**src/rtl/half_pkg.sv**
```systemverilog
// Shared binary16 types, constants and unpack helper for the half-precision datapath stages.
package half_pkg;

  localparam int unsigned HALF_W   = 16;
  localparam int unsigned EXP_W    = 5;
  localparam int unsigned MAN_W    = 10;
  localparam int unsigned EXP_BIAS = 15;
  localparam int unsigned EXP_MAX  = 31;
  localparam int unsigned SIG_W    = MAN_W + 1;
  localparam int unsigned SUM_W    = SIG_W + 1;
  localparam logic [14:0] HALF_SAT_MAG = 15'h7FFF;

  typedef struct packed {
    logic             sign;
    logic [EXP_W-1:0] exp;
    logic [MAN_W-1:0] mant;
  } half_t;

  typedef struct {
    logic              sign;
    logic signed [6:0] exp;
    logic [SUM_W-1:0]  sig;
  } half_work_t;

  typedef enum logic [1:0] {
    ACC_IDLE,
    ACC_ALIGN,
    ACC_ADD,
    ACC_NORM
  } acc_state_e;

  // exp==0 (zero or subnormal) is flushed to +0; otherwise hidden 1 is restored.
  function automatic half_work_t half_unpack(input half_t h);
    half_work_t w;
    if (h.exp == '0) begin
      w.sign = 1'b0;
      w.exp  = 7'sd0;
      w.sig  = '0;
    end else begin
      w.sign = h.sign;
      w.exp  = 7'(h.exp);
      w.sig  = {1'b0, 1'b1, h.mant};
    end
    return w;
  endfunction

endpackage

```
**src/rtl/half_accumulate_if.sv**
```systemverilog
// Product-stream input and frame-sum output bundle of the half-precision accumulator.
interface half_accumulate_if
  import half_pkg::*;
#(
  parameter int unsigned CNT_W = 8
);
  logic              in_valid;
  logic [HALF_W-1:0] in_data;
  logic              in_last;
  logic              in_ready;
  logic              out_valid;
  logic [HALF_W-1:0] c;
  logic [CNT_W-1:0]  out_count;
  logic              overflow;

  modport master (
    output in_valid, in_data, in_last,
    input  in_ready, out_valid, c, out_count, overflow
  );

  modport slave (
    input  in_valid, in_data, in_last,
    output in_ready, out_valid, c, out_count, overflow
  );
endinterface

```
**src/rtl/half_sync_fifo.sv**
```systemverilog
// Small synchronous FIFO with registered write and combinational head read.
module half_sync_fifo #(
  parameter int unsigned WIDTH = 17,
  parameter int unsigned DEPTH = 4
) (
  input  logic                       clk,
  input  logic                       rstn,
  input  logic                       push,
  input  logic [WIDTH-1:0]           wdata,
  input  logic                       pop,
  output logic [WIDTH-1:0]           rdata,
  output logic                       full,
  output logic                       empty,
  output logic [$clog2(DEPTH):0]     count
);
  localparam int unsigned AW = $clog2(DEPTH);
  localparam int unsigned CW = AW + 1;

  logic [WIDTH-1:0] mem_q [DEPTH];
  logic [WIDTH-1:0] mem_d [DEPTH];
  logic [AW-1:0]    wr_ptr_q, wr_ptr_d, rd_ptr_q, rd_ptr_d;
  logic [CW-1:0]    count_q, count_d;
  logic             push_ok, pop_ok;

  assign full  = (count_q == CW'(DEPTH));
  assign empty = (count_q == '0);
  assign count = count_q;
  assign rdata = mem_q[rd_ptr_q];

  always_comb begin
    mem_d    = mem_q;
    wr_ptr_d = wr_ptr_q;
    rd_ptr_d = rd_ptr_q;
    push_ok  = push & ~full;
    pop_ok   = pop & ~empty;
    if (push_ok) begin
      mem_d[wr_ptr_q] = wdata;
      wr_ptr_d        = wr_ptr_q + AW'(1);
    end
    if (pop_ok) begin
      rd_ptr_d = rd_ptr_q + AW'(1);
    end
    count_d = count_q + CW'(push_ok) - CW'(pop_ok);
  end

  always_ff @(posedge clk) begin
    mem_q <= mem_d;
  end

  always_ff @(posedge clk) begin
    if (!rstn) begin
      wr_ptr_q <= '0;
      rd_ptr_q <= '0;
      count_q  <= '0;
    end else begin
      wr_ptr_q <= wr_ptr_d;
      rd_ptr_q <= rd_ptr_d;
      count_q  <= count_d;
    end
  end
endmodule

```
**src/rtl/half_accumulate.sv**
```systemverilog
// Frame-wise binary16 summation: input FIFO feeding a 3-cycle align/add/normalize loop.
module half_accumulate
  import half_pkg::*;
#(
  parameter int unsigned FIFO_DEPTH = 4,
  parameter int unsigned CNT_W      = 8
) (
  input  logic               clk,
  input  logic               rstn,
  half_accumulate_if.slave   bus
);
  localparam int unsigned FW = HALF_W + 1;
  localparam int unsigned CW = $clog2(FIFO_DEPTH) + 1;
  localparam logic signed [6:0] EXP_MAX_S = 7'(EXP_MAX);

  acc_state_e        state_q, state_d;
  half_t             acc_q, acc_d, elem_q, elem_d;
  logic              elem_last_q, elem_last_d;
  logic              x_sign_q, x_sign_d, sub_q, sub_d;
  logic [EXP_W-1:0]  x_exp_q, x_exp_d;
  logic [SUM_W-1:0]  x_sig_q, x_sig_d, y_sig_q, y_sig_d, sum_q, sum_d;
  logic [CNT_W-1:0]  cnt_q, cnt_d, cnt_inc, out_count_q, out_count_d;
  logic [HALF_W-1:0] c_q, c_d;
  logic              out_valid_q, out_valid_d, overflow_q, overflow_d;

  logic [FW-1:0]     fifo_rdata;
  logic              fifo_full, fifo_empty, fifo_pop;
  logic [CW-1:0]     fifo_count;
  half_work_t        a_w, b_w, x_w, y_w;
  logic [6:0]        shift_amt;
  half_t             norm_res;

  half_sync_fifo #(.WIDTH(FW), .DEPTH(FIFO_DEPTH)) u_fifo (
    .clk   (clk),
    .rstn  (rstn),
    .push  (bus.in_valid),
    .wdata ({bus.in_last, bus.in_data}),
    .pop   (fifo_pop),
    .rdata (fifo_rdata),
    .full  (fifo_full),
    .empty (fifo_empty),
    .count (fifo_count)
  );

  assign bus.in_ready  = (fifo_count != CW'(FIFO_DEPTH));
  assign bus.out_valid = out_valid_q;
  assign bus.c         = c_q;
  assign bus.out_count = out_count_q;
  assign bus.overflow  = overflow_q;

  function automatic logic [3:0] lzc11(input logic [SIG_W-1:0] v);
    logic [3:0] n;
    logic       found;
    n     = 4'd11;
    found = 1'b0;
    for (int i = SIG_W - 1; i >= 0; i--) begin
      if (!found && v[i]) begin
        n     = 4'(SIG_W - 1 - i);
        found = 1'b1;
      end
    end
    return n;
  endfunction

  // Carry or leading-zero normalise, then flush (exp<=0) or saturate (exp>31).
  function automatic half_t norm_half(input logic sign, input logic [EXP_W-1:0] exp_in,
                                      input logic [SUM_W-1:0] sum);
    logic signed [6:0] nexp;
    logic [SUM_W-1:0]  nsig;
    logic [3:0]        lz;
    half_t             r;
    nexp = 7'(exp_in);
    lz   = lzc11(sum[SIG_W-1:0]);
    if (sum[SUM_W-1]) begin
      nsig = sum >> 1;
      nexp = nexp + 7'sd1;
    end else begin
      nsig = sum << lz;
      nexp = nexp - signed'(7'(lz));
    end
    if (sum == '0 || nexp <= 7'sd0) begin
      r = '0;
    end else if (nexp > EXP_MAX_S) begin
      r = {sign, HALF_SAT_MAG};
    end else begin
      r = {sign, EXP_W'(nexp), MAN_W'(nsig)};
    end
    return r;
  endfunction

  always_comb begin
    state_d     = state_q;
    acc_d       = acc_q;
    elem_d      = elem_q;
    elem_last_d = elem_last_q;
    x_sign_d    = x_sign_q;
    x_exp_d     = x_exp_q;
    x_sig_d     = x_sig_q;
    y_sig_d     = y_sig_q;
    sub_d       = sub_q;
    sum_d       = sum_q;
    cnt_d       = cnt_q;
    c_d         = c_q;
    out_count_d = out_count_q;
    out_valid_d = 1'b0;
    overflow_d  = overflow_q | (bus.in_valid & fifo_full);
    fifo_pop    = 1'b0;

    // Operand ordering so that x always has the larger magnitude.
    a_w = half_unpack(acc_q);
    b_w = half_unpack(elem_q);
    if ({b_w.exp, b_w.sig} > {a_w.exp, a_w.sig}) begin
      x_w = b_w;
      y_w = a_w;
    end else begin
      x_w = a_w;
      y_w = b_w;
    end
    shift_amt = 7'(x_w.exp - y_w.exp);
    norm_res  = norm_half(x_sign_q, x_exp_q, sum_q);
    cnt_inc   = (&cnt_q) ? cnt_q : cnt_q + CNT_W'(1);

    unique case (state_q)
      ACC_IDLE: begin
        if (!fifo_empty) begin
          fifo_pop    = 1'b1;
          elem_d      = half_t'(fifo_rdata[HALF_W-1:0]);
          elem_last_d = fifo_rdata[FW-1];
          state_d     = ACC_ALIGN;
        end
      end
      ACC_ALIGN: begin
        x_sign_d = x_w.sign;
        x_exp_d  = EXP_W'(x_w.exp);
        x_sig_d  = x_w.sig;
        y_sig_d  = (shift_amt >= 7'd11) ? '0 : (y_w.sig >> shift_amt);
        sub_d    = x_w.sign ^ y_w.sign;
        state_d  = ACC_ADD;
      end
      ACC_ADD: begin
        sum_d   = sub_q ? (x_sig_q - y_sig_q) : (x_sig_q + y_sig_q);
        state_d = ACC_NORM;
      end
      ACC_NORM: begin
        if (elem_last_q) begin
          c_d         = norm_res;
          out_count_d = cnt_inc;
          out_valid_d = 1'b1;
          acc_d       = '0;
          cnt_d       = '0;
        end else begin
          acc_d = norm_res;
          cnt_d = cnt_inc;
        end
        if (!fifo_empty) begin
          fifo_pop    = 1'b1;
          elem_d      = half_t'(fifo_rdata[HALF_W-1:0]);
          elem_last_d = fifo_rdata[FW-1];
          state_d     = ACC_ALIGN;
        end else begin
          state_d = ACC_IDLE;
        end
      end
      default: state_d = ACC_IDLE;
    endcase
  end

  always_ff @(posedge clk) begin
    if (!rstn) begin
      state_q     <= ACC_IDLE;
      acc_q       <= '0;
      elem_q      <= '0;
      elem_last_q <= 1'b0;
      x_sign_q    <= 1'b0;
      x_exp_q     <= '0;
      x_sig_q     <= '0;
      y_sig_q     <= '0;
      sub_q       <= 1'b0;
      sum_q       <= '0;
      cnt_q       <= '0;
      c_q         <= '0;
      out_count_q <= '0;
      out_valid_q <= 1'b0;
      overflow_q  <= 1'b0;
    end else begin
      state_q     <= state_d;
      acc_q       <= acc_d;
      elem_q      <= elem_d;
      elem_last_q <= elem_last_d;
      x_sign_q    <= x_sign_d;
      x_exp_q     <= x_exp_d;
      x_sig_q     <= x_sig_d;
      y_sig_q     <= y_sig_d;
      sub_q       <= sub_d;
      sum_q       <= sum_d;
      cnt_q       <= cnt_d;
      c_q         <= c_d;
      out_count_q <= out_count_d;
      out_valid_q <= out_valid_d;
      overflow_q  <= overflow_d;
    end
  end
endmodule

```
**src/flat_wrapper.sv**
```systemverilog
// flat-port wrapper written by rule: the top's interface ports become plain ports
module half_accumulate_flat import half_pkg::*;
#(
  parameter int unsigned FIFO_DEPTH = 4,
  parameter int unsigned CNT_W      = 8
)
  (clk, rstn, bus_in_valid, bus_in_data, bus_in_last, bus_in_ready, bus_out_valid, bus_c, bus_out_count, bus_overflow);
  half_accumulate_if #(.CNT_W(CNT_W)) bus_i ();
  input  logic clk;
  input  logic rstn;
  input wire logic [$bits(bus_i.in_valid)-1:0] bus_in_valid;
  input wire logic [$bits(bus_i.in_data)-1:0] bus_in_data;
  input wire logic [$bits(bus_i.in_last)-1:0] bus_in_last;
  output wire logic [$bits(bus_i.in_ready)-1:0] bus_in_ready;
  output wire logic [$bits(bus_i.out_valid)-1:0] bus_out_valid;
  output wire logic [$bits(bus_i.c)-1:0] bus_c;
  output wire logic [$bits(bus_i.out_count)-1:0] bus_out_count;
  output wire logic [$bits(bus_i.overflow)-1:0] bus_overflow;
  assign bus_i.in_valid = bus_in_valid;
  assign bus_i.in_data = bus_in_data;
  assign bus_i.in_last = bus_in_last;
  assign bus_in_ready = bus_i.in_ready;
  assign bus_out_valid = bus_i.out_valid;
  assign bus_c = bus_i.c;
  assign bus_out_count = bus_i.out_count;
  assign bus_overflow = bus_i.overflow;
  half_accumulate #(.FIFO_DEPTH(FIFO_DEPTH), .CNT_W(CNT_W)) u_core (.clk(clk), .rstn(rstn), .bus(bus_i));
endmodule
```
**config.mk**
```make
export PLATFORM = sky130hd
export DESIGN_NAME = half_accumulate_flat
export DESIGN_NICKNAME = d
export VERILOG_FILES = /design/src/rtl/half_pkg.sv /design/src/rtl/half_accumulate_if.sv /design/src/rtl/half_sync_fifo.sv /design/src/rtl/half_accumulate.sv /design/src/flat_wrapper.sv
export SDC_FILE = /design/constraint.sdc
export NUM_CORES = 1
export LEC_CHECK = 0
export ABC_AREA = 1
export BUFFER_PORTS_ARGS = -buffer_cell sky130_fd_sc_hd__clkbuf_2
export CORE_MARGIN = 2
export CORE_UTILIZATION = 45
export CTS_CLUSTER_SIZE = 16
export DETAILED_ROUTE_END_ITERATION = 8
export GPL_TIMING_DRIVEN = 0
export HOLD_SLACK_MARGIN = 0.02
export PLACE_DENSITY_LB_ADDON = 0.3
export SLEW_MARGIN = 15
export SYNTH_ARGS = -nofsm -noshare
export SYNTH_HDL_FRONTEND = slang
export SYNTH_SLANG_ARGS = --single-unit
export TNS_END_PERCENT = 10
```
**constraint.sdc**
```tcl
create_clock -name clk -period 3.11 [get_ports clk]
set_input_delay 0.622 -clock clk [delete_from_list [all_inputs] [get_ports clk]]
set_output_delay 0.622 -clock clk [all_outputs]
set_load 0.05 [all_outputs]
```
==> results.tsv <==
stage	metric	value	unit
worst_hold_path	Hold Path Sink	u_core.u_fifo.mem_q[60]$_DFFE_PP_	
synthesis	Mapped Avg Cell Area	7.64	um2
clock_tree	CTS buffer count	17	
synthesis	synth warn	0	
worst_setup_path	most used cell, CP	nand2_4	
worst_setup_path	CP max-delay cell	dfxtp_2	
synthesis	Area contributors post-synth	dfxtp_1, edfxtp_1, nand2_1	
route	vias post-DR	9321	
route	Initial DRC Count	720	
sta	Final Slew Violations	0	
final_layout	area grow syn2layout	25.2	%
global_route	gr ovfl total	0	
sta	worst-margin pin slew	0.721	ns
synthesis	Syn Nets	1383	
global_route	Total Routing Usage GR	0.236	
sta	slew margin rel.	0.520	
clock_tree	clk sinks	185	
die	chip height	153	um
place	I/O Buffers	46	
sta	final hold violation count	0	
sta	setup ws final	-0.349	ns
clock_tree	Clk Latency, worst-skew pair	0.45	ns
route	post-DR vias/cell	5.38	
synthesis	Distinct cells, synth	49	
clock_tree	CTS tree	built	
worst_hold_path	WHS Path Cells	1	
worst_setup_path	WS Path Type	flip-flop to flip-flop	
synthesis	#FFs+latches synth	185	
route	DRC errors left	0	
clock_tree	Clk Tree Root Cell	clkbuf_16	
worst_setup_path	worst-path fanout max	8	
synthesis	Post-synth ARST share	0	
final_layout	Layout Utilization	0.574	
die	Std-Cell Rows	54	
outcome	status	complete, but fails checks	
route	wire per inst	16.0	um
synthesis	most numerous cell in the Yosys netlist	nand2_1	
clock_tree	maximum buffer depth of the clock tree	2	
worst_hold_path	hold crit path type	input pin to flip-flop	
die	Die W	153	um
final_layout	n_diodes	0	
global_route	number of global-route vias before repair	8837	
place	GPL Wtd Cong	0.906	
route	antenna violation net count after detailed routing	0	
synthesis	synthesized area	10000	um2
route	WL final	27800	um
place	dpl ws	-0.953	ns
sta	Final period util	1.11	
synthesis	Seq/Total Area, Yosys	0.437	
sta	Max Freq	289	MHz
sta	hold slack final	0.384	ns
synthesis	area leader, netlist	dfxtp_1	
clock_tree	H-tree depth	4	
synthesis	Main synth FF type	dfxtp_1	
die	io pins	47	
sta	clk_skew	0.0171	ns
worst_setup_path	Worst Path Required	3.41	ns
die	Initial Util	0.459	
place	detailed placement HPWL	19800	um
worst_setup_path	Critical Path AT	3.76	ns
worst_setup_path	launching point of the worst reg2reg path	u_core.elem_q[10]$_SDFFE_PN0P_	
clock_tree	CTS Hold Bufs	0	
route	DRT Pass-1 Iters	5	
worst_setup_path	type of origin of the critical path	flip-flop	
worst_setup_path	FF-to-FF End	u_core.y_sig_q[1]$_SDFFE_PN0N_	
die	full die area	23500	um2
synthesis	Post-synth EDFFs	68	
clock_tree	Worst-path clk slew	0.08	ns
synthesis	Gate Count Post-Synth	1314	
worst_hold_path	Hold Startpoint	bus_in_data[9]	
sta	RSZ-0062 raised after global routing	true	
sta	Final setup viols	41	
synthesis	Synth top cells by count	nand2_1, nor2_1, inv_1	
final_layout	share of layout cells above drive strength 1	0.230	
final_layout	Total Nets Final	1510	
worst_setup_path	R2R Setup Slk	-0.35	ns
global_route	largest net degree at the start of global routing	21	
die	core outline area	21900	um2
worst_setup_path	crit end category	flip-flop	
worst_setup_path	Register-to-Register Path Depth	32	
sta	post-route minimum period	3.46	ns
job	# Max-Cap Violations	0	
synthesis	Yosys top cell area share	0.233	
outcome	failing checks	negative setup slack	
global_route	first-pass GRT wire length	44700	um
global_route	initial antenna violation count	0	
worst_setup_path	max incr delay on CP	0.33	ns
[registers in the layout, summed over array words and instances (netlist names)]
name / flops
u_core.u_fifo.mem_q: 68
u_core.acc_q: 16
u_core.bus.c: 16
u_core.elem_q: 16
u_core.sum_q: 12
u_core.x_sig_q: 11
u_core.y_sig_q: 11
u_core.bus.out_count: 8
u_core.cnt_q: 8
u_core.x_exp_q: 5
u_core.u_fifo.count: 3
u_core.state_q: 2
u_core.u_fifo.rd_ptr_q: 2
u_core.u_fifo.wr_ptr_q: 2
u_core.bus.out_valid: 1
u_core.bus.overflow: 1
u_core.elem_last_q: 1
u_core.sub_q: 1
u_core.x_sign_q: 1
[what timing repair did]
| action | in CTS | in global routing |
|---|---|---|
| endpoints found under the setup margin | 58 | 60 |
| cloned | 1 | 1 |
| gates resized for setup | 124 | 92 |
| setup buffers | 43 | 13 |
| pin swaps | 41 | 48 |
[cell families (layout without fill, tap and decap cells)]
group                      count (synthesis)  count (layout)  synth area share
muxes                                      1               1           0.00112
adders and majority gates                 49              49            0.0633
and+or+nand+nor                          521             521             0.223
AOI/OAI and AO/OA                        312             312             0.169
buffers and inverters                    218             358            0.0830
DFF                                      185             185             0.437
xor gates and xnor gates                  28              28            0.0244
[metal layers]
metal  part of all wire  GRT usage
met5                  0          0
met4              0.023     0.0708
met3              0.056     0.0431
met2               0.49      0.402
met1               0.43      0.308
[cell type report]
cell class | instances | area (um2)
Buffer | 64 | 333
Inverter | 154 | 614
Multi-Input combinational cell | 911 | 5490
Clock buffer | 17 | 425
Fill cell | 1988 | 9320
Tap cell | 280 | 350
Timing Repair inverter | 1 | 11.3
Timing Repair Buffer | 107 | 741
Clock inverter | 15 | 190
Sequential cell | 185 | 4410
[worst max path at each step]
stage                                     endpoint                            from  depth (start not counted)  slack (ns)
floorplan             u_core.acc_q[7]$_SDFFE_PN0P_    u_core.sum_q[9]$_SDFFE_PN0N_                         22       -0.08
global placement      u_core.acc_q[4]$_SDFFE_PN0P_    u_core.sum_q[8]$_SDFFE_PN0N_                         18       -0.96
detailed placement    u_core.acc_q[5]$_SDFFE_PN0P_    u_core.sum_q[8]$_SDFFE_PN0N_                         18       -0.95
CTS                 u_core.y_sig_q[3]$_SDFFE_PN0N_  u_core.elem_q[11]$_SDFFE_PN0P_                         29       -0.44
global route        u_core.y_sig_q[3]$_SDFFE_PN0N_  u_core.elem_q[10]$_SDFFE_PN0P_                         31       -0.58
finish              u_core.y_sig_q[1]$_SDFFE_PN0N_  u_core.elem_q[10]$_SDFFE_PN0P_                         32       -0.35
[cells in the final DEF (no fill, tap or decap), types with 4 or more instances in the layout]
cell and instances:
nand2_1 213, nor2_1 140, o21ai_0 138, inv_1 126
dfxtp_1 103, a21oi_1 86, edfxtp_1 68, nand3_1 53
buf_4 50, clkbuf_2 46, clkbuf_1 45, nand2_2 33
ha_1 32, a31oi_1 27, xor2_1 20, a21oi_2 19
nand3_2 18, clkbuf_16 17, nand4_1 16, nand2_4 16
inv_2 15, ha_4 14, nor2_2 12, buf_6 11
dfxtp_2 9, nor2_4 8, xnor2_1 8, o211ai_1 8
inv_4 7, buf_1 5, inv_8 5, dfxtp_4 5
buf_8 4, nor3_1 4, buf_2 4, o221ai_1 4
clkinv_8 4
[worst max-delay path, delay by kind of cell (launching register included)]
| family | cells | cell delay (ns) |
|---|---|---|
| DFF | 1 | 0.33 |
| and+or+nand+nor | 20 | 1.55 |
| AOI/OAI and AO/OA | 3 | 0.31 |
| adders and majority gates | 2 | 0.46 |
| buffers and inverters | 7 | 0.68 |
[per-stage QoR]
step | instance area (um2) | instances | setup TNS (ns)
2_1_floorplan | 10100 | 1314 | -0.955
3_5_place_dp | 10700 | 1644 | -36.46
4_1_cts | 12100 | 1720 | -6.97
5_1_grt | 12600 | 1734 | -18.01
6_report | 12600 | 1734 | -8.95
3_3_place_gp | 10700 | 1640 | -35.78
Power is not shown: default switching activity piles up to over one toggle a cycle in this logic, so the estimate is an artifact.
